$ cat src/rtl/reg_read_scoreboard.sv
// rtl/reg_read_scoreboard.sv - issue-stage read/write hazard scoreboard
//
// Purpose: decodes the registers an incoming instruction reads and writes.
// It holds issue while any of those registers has an outstanding write,
// and tracks in-flight writes in a 32-entry busy scoreboard. Busy bits are
// set at issue and cleared at writeback.
//
// Ports:
//   clk, rst          clock; asynchronous active-high reset
//   issue_valid       decode presents issue_instr
//   issue_instr[31:0] instruction, type field in [31:27]
//   issue_ready       no RAW/WAW hazard against the registered busy mask
//   issue_fire        issue_valid && issue_ready
//   wb_valid, wb_reg  writeback of wb_reg completes this cycle
//   flush             discard every outstanding write
//   busy_mask         bit r set while a write to r is outstanding
//   pending_count     popcount of busy_mask, maintained incrementally
//   stall_cycles      saturating count of issue_valid && !issue_ready cycles
//   wb_err            sticky: writeback seen for a register that was not busy

`ifndef INSTR_ALU_OP
`define INSTR_ALU_OP         5'h01
`endif
`ifndef INSTR_LOAD
`define INSTR_LOAD           5'h02
`endif
`ifndef INSTR_STORE
`define INSTR_STORE          5'h03
`endif
`ifndef INSTR_LOAD_IMMEDIATE
`define INSTR_LOAD_IMMEDIATE 5'h04
`endif
`ifndef INSTR_BRANCH
`define INSTR_BRANCH         5'h05
`endif
`ifndef INSTR_JUMP
`define INSTR_JUMP           5'h06
`endif

module reg_read_scoreboard #(
  parameter int NUM_REGS    = 32,
  parameter int STALL_CNT_W = 32
) (
  input  logic                   clk,
  input  logic                   rst,
  input  logic                   issue_valid,
  input  logic [31:0]            issue_instr,
  output logic                   issue_ready,
  output logic                   issue_fire,
  input  logic                   wb_valid,
  input  logic [4:0]             wb_reg,
  input  logic                   flush,
  output logic [NUM_REGS-1:0]    busy_mask,
  output logic [5:0]             pending_count,
  output logic [STALL_CNT_W-1:0] stall_cycles,
  output logic                   wb_err
);

  logic       rd_a_en, rd_b_en, wr_en;
  logic [4:0] rd_a, rd_b, wr_reg;
  logic       hazard;
  logic       set_bit, clr_bit, bad_wb, stall;
  logic [NUM_REGS-1:0] set_vec, clr_vec;

  // The low six bits never carry a register field for any type.
  logic unused_instr_bits;
  assign unused_instr_bits = &{1'b0, issue_instr[5:0]};

  always_comb begin
    rd_a_en = 1'b0;
    rd_b_en = 1'b0;
    wr_en   = 1'b0;
    rd_a    = issue_instr[26:22];
    rd_b    = issue_instr[21:17];
    wr_reg  = issue_instr[16:12];
    case (issue_instr[31:27])
      `INSTR_ALU_OP: begin
        rd_a_en = 1'b1;
        rd_b_en = 1'b1;
        wr_en   = 1'b1;
      end
      `INSTR_LOAD: begin
        rd_a_en = 1'b1;
        wr_en   = 1'b1;
        wr_reg  = issue_instr[21:17];
      end
      `INSTR_STORE: begin
        rd_a_en = 1'b1;
        rd_b_en = 1'b1;
      end
      `INSTR_LOAD_IMMEDIATE: begin
        wr_en  = 1'b1;
        wr_reg = issue_instr[10:6];
      end
      `INSTR_BRANCH, `INSTR_JUMP: begin
        rd_a_en = 1'b1;
      end
      default: ;
    endcase
  end

  // Hazards use only the registered mask: a writeback releases its register
  // one cycle later, which keeps the ready path short.
  assign hazard = (rd_a_en && busy_mask[rd_a])
               || (rd_b_en && busy_mask[rd_b])
               || (wr_en   && busy_mask[wr_reg]);

  assign issue_ready = !hazard;
  assign issue_fire  = issue_valid && issue_ready;
  assign stall       = issue_valid && !issue_ready;

  assign set_bit = issue_fire && wr_en;
  assign clr_bit = wb_valid && busy_mask[wb_reg];
  assign bad_wb  = wb_valid && !busy_mask[wb_reg];
  assign set_vec = set_bit ? ({{(NUM_REGS-1){1'b0}}, 1'b1} << wr_reg) : '0;
  assign clr_vec = clr_bit ? ({{(NUM_REGS-1){1'b0}}, 1'b1} << wb_reg) : '0;

  always_ff @(posedge clk or posedge rst) begin
    if (rst) begin
      busy_mask     <= '0;
      pending_count <= 6'd0;
      wb_err        <= 1'b0;
    end else if (flush) begin
      busy_mask     <= '0;
      pending_count <= 6'd0;
    end else begin
      // Set and clear never hit the same register: WAW blocks that issue.
      busy_mask <= (busy_mask & ~clr_vec) | set_vec;
      case ({set_bit, clr_bit})
        2'b10:   pending_count <= pending_count + 6'd1;
        2'b01:   pending_count <= pending_count - 6'd1;
        default: pending_count <= pending_count;
      endcase
      if (bad_wb) wb_err <= 1'b1;
    end
  end

  // Stall statistics survive flush; only reset clears them.
  always_ff @(posedge clk or posedge rst) begin
    if (rst) begin
      stall_cycles <= '0;
    end else if (stall && (stall_cycles != {STALL_CNT_W{1'b1}})) begin
      stall_cycles <= stall_cycles + {{(STALL_CNT_W-1){1'b0}}, 1'b1};
    end
  end

endmodule

$ cat config.mk
export PLATFORM = sky130hd
export DESIGN_NAME = reg_read_scoreboard
export DESIGN_NICKNAME = d
export VERILOG_FILES = /design/src/rtl/reg_read_scoreboard.sv
export SDC_FILE = /design/constraint.sdc
export NUM_CORES = 1
export LEC_CHECK = 0
export CAP_MARGIN = 20
export CORE_UTILIZATION = 40
export CTS_BUF_LIST = sky130_fd_sc_hd__clkbuf_2 sky130_fd_sc_hd__clkbuf_4 sky130_fd_sc_hd__clkbuf_8
export DETAILED_ROUTE_END_ITERATION = 10
export GPL_ROUTABILITY_DRIVEN = 0
export GPL_TIMING_DRIVEN = 0
export PLACE_DENSITY = 0.73
export SLEW_MARGIN = 20
export SYNTH_ARGS = -nofsm -noshare
export SYNTH_HDL_FRONTEND = slang
export SYNTH_SLANG_ARGS = --single-unit
$ cat constraint.sdc
create_clock -name clk -period 3.4 [get_ports clk]
set_input_delay 0.68 -clock clk [delete_from_list [all_inputs] [get_ports clk]]
set_output_delay 0.68 -clock clk [all_outputs]
set_load 0.01 [all_outputs]
**Word level (Yosys, flattened, before mapping)**

Cells that the tools add are included.

- Equal/unequal tests: 9
- Order comparisons: 4
- Bitwise operators: 4
- $add $sub $neg: 3
- Reduce and logical (&&, ||, !) cells: 18
- Multiplexer cells: 17
- Shift operators: 2

Operators by type and width:

| kind | number |
|---|---|
| two-way mux 32 bit | 3 |
| left shift 1 x 5 -> 32 bit, first input constant | 2 |
| adder 32 x 1 -> 32 bit, second input constant | 1 |
| AND 32 bit | 1 |
| inequality test 32 bit, second input constant | 1 |
| NOT 32 bit | 1 |
| OR 32 bit | 1 |
| < comparator 5 x 6 -> 1 bit, second input constant | 4 |
| binary-select mux 1 bit (select 5 bit) | 4 |
| == test 5 x 3 -> 1 bit, second input constant | 3 |
| case mux 6 bit (2 select lines) | 1 |
| == test 5 x 2 -> 1 bit, second input constant | 2 |
| case mux 5 bit (2 select lines) | 1 |
| logical AND 1 bit | 9 |
| two-way mux 1 bit | 7 |
| adder 6 x 1 -> 6 bit, second input constant | 1 |
| two-way mux 6 bit | 1 |
| subtractor 6 x 1 -> 6 bit, second input constant | 1 |
| == test 5 x 1 -> 1 bit, second input constant | 1 |
| OR reduction 5 bit | 1 |
| nonzero test 3 bit | 1 |
| OR reduction 3 bit | 1 |
| == test 2 x 1 -> 1 bit, second input constant | 1 |
| == test 2 bit, second input constant | 1 |
| 5 further kinds | 7 |

- Register bits after elaboration: 71
- Input port bits: 42

**Longest topological paths before layout**

- Word-level depth: 12
- Depth in mapped cells: 21
- Depth with buffers taken out: 17

**Worst setup path before layout**

No wires, ideal clock.

- Path type: input to register
- Start: in issue_instr[27]
- End: reg pending_count[5]
- Slack: -1.123 ns
- Data required time: 3.268 ns
- Library setup time: 0.132 ns
- Path buffers: 4
- Cell stages on the path: 21
- Arrival: 4.391 ns
- Cell sequence: buf_2 -> or3_4 -> buf_6 -> o21ai_4 -> nand2_2 -> buf_6 -> mux2_1 -> o211ai_1 -> nand4_1 -> a211oi_2 -> buf_2 -> nor2b_1 -> ha_1 -> a21o_1 -> a21oi_1 -> o21bai_1 -> a21oi_1 -> nand2_1 -> mux2i_1 -> xnor2_1 -> nor2_1

- Cells in the longest elaborated chain, start to end: 12

Ends and longest elaborated chain:

| element | line | RTL |
|---|---|---|
| from (decl) | 47 | `input logic [31:0] issue_instr,` |
| == test 5 x 3 -> 1 bit (tied with other cells) | 76 | `case (issue_instr[31:27])` |
| case mux 5 bit (2 select lines) (tied with other cells) | 76 |  |
| binary-select mux 1 bit (select 5 bit) / two-way mux 1 bit (equally long branches) | 106, 76 |  |
| two-way mux 1 bit (not written as such) (tied with other cells) | 106 | `\|\| (wr_en && busy_mask[wr_reg]);` |
| logical AND 1 bit / logical OR 1 bit (equally long branches) | 106, 105 |  |
| logical OR 1 bit | 106 |  |
| zero test 1 bit | 108 | `assign issue_ready = !hazard;` |
| logical AND 1 bit | 109 | `assign issue_fire = issue_valid && issue_ready;` |
| logical AND 1 bit * | 112 | `assign set_bit = issue_fire && wr_en;` |
| == test 2 x 1 -> 1 bit / == test 2 bit (equally long branches) | 129 | `case ({set_bit, clr_bit})` |
| case mux 6 bit (2 select lines) | 129 |  |
| two-way mux 6 bit | 123 | `end else if (flush) begin` |
| to (signal assigned) | 130 | `2'b10: pending_count <= pending_count + 6'd1;` |
| to (signal assigned) | 131 | `2'b01: pending_count <= pending_count - 6'd1;` |
| to (signal assigned) | 132 | `default: pending_count <= pending_count;` |
| to (decl) | 54 | `output logic [5:0] pending_count,` |

Every way passes the cells marked *; elsewhere a longest branch is shown, timed or not. The select of a mux whose other input is x is not followed.
A chain may end at the register's enable or synchronous reset.

**Worst setup path after layout**

- Start: in issue_instr[30]
- End: reg pending_count[5]

Same word-level chain as after synthesis.

==> flow_metrics.env <==
export IMPL_synth_top_cell_area_share=0.3561
export IMPL_drive_gt1_frac=0.2946
export IMPL_row_count=40
export IMPL_ys_warn_count=0
export IMPL_clk_latency_ns=0.35
export IMPL_cp_end_kind="flop"
export IMPL_ys_seq_elements=71
export IMPL_cts_root_buf="clkbuf_8"
export IMPL_pre_cts_slack_ns=-2.080
export IMPL_core_area_sq_um=12060
export IMPL_maxCapViolCount=0
export IMPL_path_max_fanout=5
export IMPL_crit_type="input port to flop"
export IMPL_clock_skew_ns=0.01124
export IMPL_syn_area_sq_um=4990
export IMPL_start_util=0.4137
export IMPL_n_antenna_cell=0
export IMPL_synth_area_leaders="dfrtp_1 (36%), mux4_2 (11%), xor2_1 (4.7%)"
export IMPL_synthTopCellsByCount="dfrtp_1 (71), o21ai_0 (40), nor2_1 (32), nand2_1 (30), nand3_1 (30)"
export IMPL_finalCritPeriodShare=1.215
export IMPL_dieArea_sq_um=12930
export IMPL_dr_first_iter_drc_count=546
export IMPL_cts_hold_buf=0
export IMPL_yosysTopAreaCell="dfrtp_1"
export IMPL_finalPower_mw=2.100
export IMPL_netlist_cell_type_count=61
export IMPL_netlist_instances=513
export IMPL_cts_sinks=71
export IMPL_final_cells=840
export IMPL_synth_top_flop_cell="dfrtp_1"
export IMPL_worstPathArrival_ns=4.35
export IMPL_crit_slowest_cell="or3_4"
export IMPL_placed_cells=778
export IMPL_grt_max_degree=49
export IMPL_multi_input_area_sq_um=3626
export IMPL_grt_pass1_vias=5258
export IMPL_fin_nets=715
export IMPL_vdd_drop_max_mv=0.3063
export IMPL_routed_wirelength_microns=17700
export IMPL_n_fill_cell=930
export IMPL_max_freq_ghz=0.2421
export IMPL_path_common_cell="buf_8"
export IMPL_synth_edff_count=0
export IMPL_seq_area_frac_synth=0.3561
export IMPL_die_width_microns=113.7
export IMPL_power_density_nw_per_um2=276.3
export IMPL_wl_per_cell_microns=21.07
export IMPL_cts_buffers=9
export IMPL_final_seq_area_sq_um=1777
export IMPL_hold_path_class="flop to flop"
export IMPL_syn_avg_cell_area_sq_um=9.727
export IMPL_maxSlewHeadroom=0.4534
export IMPL_crit_path_cell_trace="buf_8, or3_4, buf_8, o21ai_4, nand2_2, buf_8, mux2_4, o211ai_1, nand4_1, a211oi_4, buf_6, nor2b_4, buf_12, ha_4, a21oi_4, o21bai_2, a21oi_2, or2_4, mux2i_2, xnor2_1, nor2_1"
export IMPL_worstMarginPinSlew_ns=0.8199
export IMPL_area_delta_synth_final_pct=52.26
export IMPL_antenna_found_initial=0
export IMPL_vias=5139
export IMPL_outcome="complete, but fails checks"
export IMPL_synth_most_common_cell="dfrtp_1"
export IMPL_h_tree_depth=3
export IMPL_fin_setup_tns_ns=-17.01
export IMPL_min_period_ns=4.130
export IMPL_clkTransAtPathRegs_ns=0.07
export IMPL_worst_setup_path_start_kind="input port"
export IMPL_dpl_hpwl_microns=11820
export IMPL_rsz0062_at_grt="yes"
export IMPL_grt_first_pass_wirelength_microns=28140
export IMPL_synthArstFlopShare=1.000
export IMPL_syn_nets=561
export IMPL_finalSetupViolCount=43
export IMPL_io_buffers=96
export IMPL_finalMaxSlewViolations=0
export IMPL_fin_ws_ns=-0.7300
export IMPL_hold_viol=0
export IMPL_ant_nets=0
export IMPL_drc_errors=0
export IMPL_violations="negative setup slack"
export IMPL_die_h_microns=113.7
export IMPL_num_io_pins=115
export IMPL_crit_required_ns=3.62
export IMPL_viasPerCell=6.118
export IMPL_cts_buffer_depth=2
export IMPL_dr_pass1_iters=5
export IMPL_globalRouteOverflowTotal=0
export IMPL_track_usage=0.2832
export IMPL_leakage_nw=3.318
export IMPL_cts_tree="yes"
export IMPL_slowest_delay_ns=0.41
## layout make-up
class,count,area share
timing repair buffer,144,0.1920
clock buffer,11,0.01828
tap,168,0.02767
multi-input combinational,393,0.4773
buffer,32,0.03179
inverter,16,0.008235
sequential,71,0.2339
clock inverter,5,0.01087
## path summary, 6_finish.rpt
| check | slack, ns | cells past startpoint | startpoint | end |
|---|---|---|---|---|
| hold / removal | 0.48 | 1 | wb_err$_DFFE_PP0P_ | wb_err$_DFFE_PP0P_ |
| setup reg to reg | -0.60 | 17 | busy_mask[23]$_DFF_PP0_ | pending_count[5]$_DFFE_PP0P_ |
| max in group asynchronous | 2.21 | 3 | rst | busy_mask[13]$_DFF_PP0_ |
| min in group asynchronous | 0.65 | 2 | rst | pending_count[5]$_DFFE_PP0P_ |
| setup / recovery | -0.73 | 21 | issue_instr[30] | pending_count[5]$_DFFE_PP0P_ |
| hold reg to reg | 0.48 | 1 | wb_err$_DFFE_PP0P_ | wb_err$_DFFE_PP0P_ |
## sequential cells by signal, summed over array words and instances, names as in the netlist
name           count
pending_count      6
stall_cycles      32
busy_mask         32
wb_err             1
## cells in the final DEF (no fill, tap or decap), types with 3 or more instances in the layout
cell             synthesis  layout
clkdlybuf4s50_1          0      89
buf_4                    1      38
a21oi_2                  0       4
ha_4                     0       3
a211o_1                  5       4
nand2_1                 30      29
o211ai_1                24      24
nor3_2                   0       3
buf_12                   0       5
buf_16                   0       5
nor4_4                   0       6
mux2i_1                 19      18
nor3_4                   1      18
clkbuf_1                20      13
clkbuf_2                 0       7
nor2b_1                  8       7
a21oi_1                 14       9
nand4_1                 10      10
nor2_4                   0       8
mux4_2                  25      25
mux2_4                   0       3
o22ai_1                  5       5
nand2b_4                 0       3
nor3_1                  25       5
xnor2_1                 11       9
clkbuf_8                 0       9
or3_4                    1       4
and3_1                   7       7
buf_8                    0       4
nand3_1                 30      28
buf_6                    3       9
nand2b_1                10       7
inv_1                   16      15
xor2_1                  27      27
nor2_1                  32      24
o21ai_1                  4       5
o21ai_0                 40      38
dfrtp_1                 71      71
or3_1                    7       4
## per-layer routing
metal	share of wire	global-route usage	up-vias
met5	0	0	-
met2	0.46	0.4415	368
met4	0.046	0.1474	0
met1	0.39	0.3739	2469
met3	0.11	0.05792	70
li1	-	-	2232
## worst max-delay path: cells and delay by family
family / cells / cell delay [ns]
AOI/OAI and AO/OA: 6 / 1.00
and+or+nand+nor: 6 / 1.09
adders and majority gates: 1 / 0.28
muxes: 2 / 0.46
xor gates and xnor gates: 1 / 0.14
buffers and inverters: 5 / 0.67
## cells by family (layout without fill, tap and decap cells)
logic type                 after synthesis  in the layout  share of synthesized area
DFF                                     71             71                     0.3561
AOI/OAI and AO/OA                      123            123                     0.1675
muxes                                   48             48                     0.1600
xor gates and xnor gates                38             38                    0.06670
buffers and inverters                   49            208                    0.04413
adders and majority gates                6              6                    0.01655
and+or+nand+nor                        178            178                     0.1891
## report_power, final
part / switching [mW] / leakage [nW] / internal, mW
clock: 0.325 / 0.114 / 0.431
combinational: 0.234 / 2.24 / 0.210
sequential: 0.0329 / 0.961 / 0.866
## repair_timing
action,CTS,global route
endpoints found under the setup margin,72,51
resized for setup,95,21
buffers inserted,36,8
gates cloned,5,0
pin swaps,56,29
## per-stage QoR
stage          area [sq um]    util  hold slack [ns]
4_1_cts                7446  0.6173           0.4859
6_report               7597  0.6299           0.4752
3_3_place_gp           6464  0.5359           0.4562
5_1_grt                7597  0.6299           0.5075
3_5_place_dp           6494  0.5384           0.4652
2_1_floorplan          5293       -           0.5032
No activity file was read; power rests on OpenSTA's default activity.
==> variant 1: new RTL, config.mk and constraints unchanged <==
Change the parameter `STALL_CNT_W` from 32 to 64.
--- a/src/rtl/reg_read_scoreboard.sv
+++ b/src/rtl/reg_read_scoreboard.sv
@@ -39,7 +39,7 @@
 
 module reg_read_scoreboard #(
   parameter int NUM_REGS    = 32,
-  parameter int STALL_CNT_W = 32
+  parameter int STALL_CNT_W = 64
 ) (
   input  logic                   clk,
   input  logic                   rst,
Ports: changed (resized stall_cycles); port bits go from 115 to 147. The function was not compared with the original's and may differ.
==> variant 1 against the original RTL <==
The run still ends with setup timing left; design area rose by 19%; total power rose by 18%; count of clock-buffer cells in the layout down 2; clock skew rose by 0.0058 ns; via count grew 23%; register-to-register slack improved by 0.27 ns; sequential cell count increased by 32; routed wire length up 20%; combinational power down 13%; first-iteration DRC count up 51%; worst setup slack improved by 0.31 ns; synthesized area is 29% higher; largest power group unchanged.
==> variant 1: results <==
metrics = {
    "drt": {
        "viasPerCell": 6.17,
        "routedWlPerCell_um": 20.7,
        "vias": 6315,
        "dr.pass1.iters": 6,
        "drtIter0Drc": 823,
    },
    "synthesis": {
        "netlist_instances": 613,
        "syn_nets": 661,
        "yosys_most_used_dff": "dfrtp_1",
        "synth_commonest_cells": "dfrtp_1, xnor2_1, nand3_1, o21ai_0, nand4_1",
        "synth.area.top_cells": "dfrtp_1, mux4_2, xnor2_1",
        "yosysSeqAreaShare": 0.401,
        "ys_types": 67,
    },
    "placed_design": {
        "place_ws_ns": -1.49,
        "hpwlAfterDp_um": 14500,
        "numPortBuffers": 130,
        "dp_cells": 955,
    },
    "setup_path": {
        "path_max_fanout": 5,
        "reg2reg_from": "busy_mask[20]",
        "reg2reg_setup_slack_ns": -0.33,
        "reg2reg_depth": 15,
        "cp_data_arrival_time_ns": 4.10,
        "critPathLaunch": "issue_instr[27]",
        "slowest_delay_ns": 0.44,
        "crit_family": "compound AO/OA/AOI/OAI gates",
    },
    "clocking": {
        "post_cts_resized": 78,
        "cts.clk_slew.worst_paths_ns": 0.10,
        "worstSkewPairLatency_ns": 0.40,
        "cts_setup_buffers": 21,
    },
    "timing": {
        "setup_slack_ns": -0.419,
        "timing.slew.headroom": 0.579,
        "setup_tns_ns": -1.37,
        "finalSetupViolations": 6,
        "hold_ws_ns": 0.478,
        "skew_ns": 0.0171,
    },
    "global_routing": {
        "gr-usage-all-layers": 0.253,
        "grt_pass1_vias": 6014,
        "grt_first_pass_wirelength_um": 32200,
        "grt_max_degree": 54,
    },
    "run_status": {
        "violations": "setup timing",
        "status": "complete, but fails checks",
    },
    "worst_hold_path": {
        "min_to": "wb_err",
        "hold_class": "flop to flop",
    },
    "power_and_ir_drop": {
        "vdd_ir_drop_max_mv": 0.198,
        "p_leak_nw": 3.61,
        "p_int_mw": 1.77,
    },
    "final_layout": {
        "nets": 856,
        "reg_top3": "stall_cycles: 64 flops, busy_mask: 32 flops, pending_count: 6 flops",
        "drive_gt1_frac": 0.272,
    },
}
==> variant 1: cell types whose count changed after synthesis, moves of 9 or more <==
cell     before  now
xnor2_1      11   60
dfrtp_1      71  103
nand4_1      10   33
and3_1        7   26
xor2_1       27    8
mux2i_1      19    7
nand3_1      30   42
nor3_1       25   13
inv_1        16    7
nor2_1       32   23
==> variant 1: cells by family after synthesis <==
| family | after synthesis | synth area share |
|---|---|---|
| compound gates | 126 | 0.138 |
| xor+xnor | 68 | 0.0926 |
| fa+ha+maj | 6 | 0.0128 |
| buf+inv | 42 | 0.0302 |
| flops | 103 | 0.401 |
| mux | 43 | 0.130 |
| simple gates | 225 | 0.195 |
==> variant 1: per-stage QoR <==
stage                     instance area (µm²)  total power, mW
after floorplan                          6480             1.47
after CTS                                8650             2.46
after global routing                     9040             2.57
after detailed placement                 8080             1.60
after global placement                   8040             1.59
final                                    9040             2.48
==> variant 1: power by group through the flow <==
stage	logic, mW	registers (mW)	clock network [mW]
floorplan	0.186	1.28	0
global placement	0.307	1.28	0
detailed placement	0.318	1.28	0
CTS	0.356	1.26	0.849
global route	0.413	1.26	0.894
finish	0.387	1.26	0.834
==> variant 1: routing by layer <==
layer | global-route usage | vias to the layer above | routed length, µm
li1 | - | 2713 | -
met1 | 0.319 | 3032 | 7990
met2 | 0.393 | 457 | 9720
met3 | 0.0703 | 113 | 2380
met4 | 0.144 | 0 | 1080
met5 | 0 | - | 0
==> variant 1: area by class of cell <==
type / count / area (µm²)
fillers: 1253 / 6390
multi-input cells: 468 / 3940
flip-flops and latches: 103 / 2620
repair buffers: 184 / 1740
well taps: 211 / 264
plain buffers: 34 / 230
clock buffers: 9 / 124
clock inverters: 7 / 88.8
inverters: 8 / 35.0
==> variant 2: new RTL, config.mk and constraints unchanged <==
Without the edit above. Put one more register stage on the output `pending_count`, cleared by the reset. The value now appears one clock later. The other outputs are not delayed to match.
--- a/src/rtl/reg_read_scoreboard.sv
+++ b/src/rtl/reg_read_scoreboard.sv
@@ -55,6 +55,8 @@
   output logic [STALL_CNT_W-1:0] stall_cycles,
   output logic                   wb_err
 );
+
+  logic [5:0] pending_count_s0;
 
   logic       rd_a_en, rd_b_en, wr_en;
   logic [4:0] rd_a, rd_b, wr_reg;
@@ -118,18 +120,18 @@
   always_ff @(posedge clk or posedge rst) begin
     if (rst) begin
       busy_mask     <= '0;
-      pending_count <= 6'd0;
+      pending_count_s0 <= 6'd0;
       wb_err        <= 1'b0;
     end else if (flush) begin
       busy_mask     <= '0;
-      pending_count <= 6'd0;
+      pending_count_s0 <= 6'd0;
     end else begin
       // Set and clear never hit the same register: WAW blocks that issue.
       busy_mask <= (busy_mask & ~clr_vec) | set_vec;
       case ({set_bit, clr_bit})
-        2'b10:   pending_count <= pending_count + 6'd1;
-        2'b01:   pending_count <= pending_count - 6'd1;
-        default: pending_count <= pending_count;
+        2'b10:   pending_count_s0 <= pending_count_s0 + 6'd1;
+        2'b01:   pending_count_s0 <= pending_count_s0 - 6'd1;
+        default: pending_count_s0 <= pending_count_s0;
       endcase
       if (bad_wb) wb_err <= 1'b1;
     end
@@ -144,5 +146,13 @@
     end
   end
 
+  always_ff @(posedge clk or posedge rst) begin
+    if (rst) begin
+      pending_count <= '0;
+    end else begin
+      pending_count <= pending_count_s0;
+    end
+  end
+
 endmodule
 
Check against the original RTL: not equivalent (a bounded check fails within 4 cycles, from zero or initial values and one cycle with rst high).
==> variant 2 against the original RTL <==
The run still ends with setup timing left; synthesized area grew 0.35%; first-iteration DRC count shrank 12%; largest cell class unchanged; total power grew 0.32%; routed wire length shrank 5.9%; clock power grew 4.5%; design area shrank 3.1%; sequential cell count grew 6; critical path type unchanged; worst setup slack gained 0.042 ns; largest power group unchanged.
==> variant 2: results <==
metrics = {
    "run_status": {
        "status": "complete, but fails checks",
        "violations": "setup timing",
    },
    "power_and_ir_drop": {
        "vdd_ir_drop_max_mv": 0.270,
        "p_leak_nw": 2.86,
        "comb-power_mw": 0.369,
    },
    "final_layout": {
        "nFillCells": 958,
        "syn2layout_area_growth_pct": 47.0,
        "final-nonclk-buf-share": 0.213,
        "inverters": 20,
        "clkCellAreaFrac": 0.0313,
        "nClkBuffers": 10,
        "nets": 681,
        "sh_seq_area": 0.262,
        "drive_gt1_frac": 0.299,
    },
    "synthesis": {
        "synth.area.top_cells": "dfrtp_1, mux4_2, xnor2_1",
        "syn_nets": 533,
        "synth_area_per_cell_um2": 10.3,
        "synth-compound-area-share": 0.137,
        "synth_fa_ha_area_frac": 0.0165,
        "synth-xor-area-share": 0.0680,
    },
    "timing": {
        "timing.slew.headroom": 0.388,
        "skew_ns": 0.0128,
        "setup_slack_ns": -0.688,
        "finalSetupViolations": 40,
    },
    "setup_path": {
        "reg2reg_from": "busy_mask[19]",
        "slowest_stage": "or3b_4",
        "path_max_fanout": 3,
    },
    "placed_design": {
        "dp_cells": 754,
        "place_area_mm2": 0.00633,
        "hpwlAfterDp_um": 11000,
        "numPortBuffers": 99,
    },
    "drt": {
        "viasPerCell": 6.12,
        "drtIter0Drc": 478,
    },
    "global_routing": {
        "gr-usage-all-layers": 0.258,
        "grt_pass1_vias": 4745,
    },
    "worst_hold_path": {
        "min_to": "pending_count[5]",
    },
}
==> variant 2: stage by stage <==
step / worst slack, ns / hold WS, ns / power (mW)
finish: -0.688 / 0.411 / 2.11
global route: -0.856 / 0.420 / 2.19
CTS: -0.584 / 0.415 / 2.10
detailed placement: -2.07 / 0.386 / 1.25
global placement: -1.95 / 0.392 / 1.24
floorplan: -0.806 / 0.373 / 1.13
==> variant 2: per-layer routing <==
metal | up-vias | global-route usage | wire, µm
li1 | 2142 | - | -
met1 | 2412 | 0.338 | 6490
met2 | 319 | 0.421 | 8030
met3 | 60 | 0.0499 | 1590
met4 | 0 | 0.105 | 547
met5 | - | 0 | 0
==> variant 2: what timing repair did <==
item / 4_1_cts / 5_1_grt
buffers inserted: 32 / 7
hold buffers: 0 / 0
gates resized for setup: 91 / 72
endpoints found under the hold margin: 0 / 0
gates cloned: 1 / 0
endpoints found under the setup margin: 72 / 72
pin swaps: 27 / 22
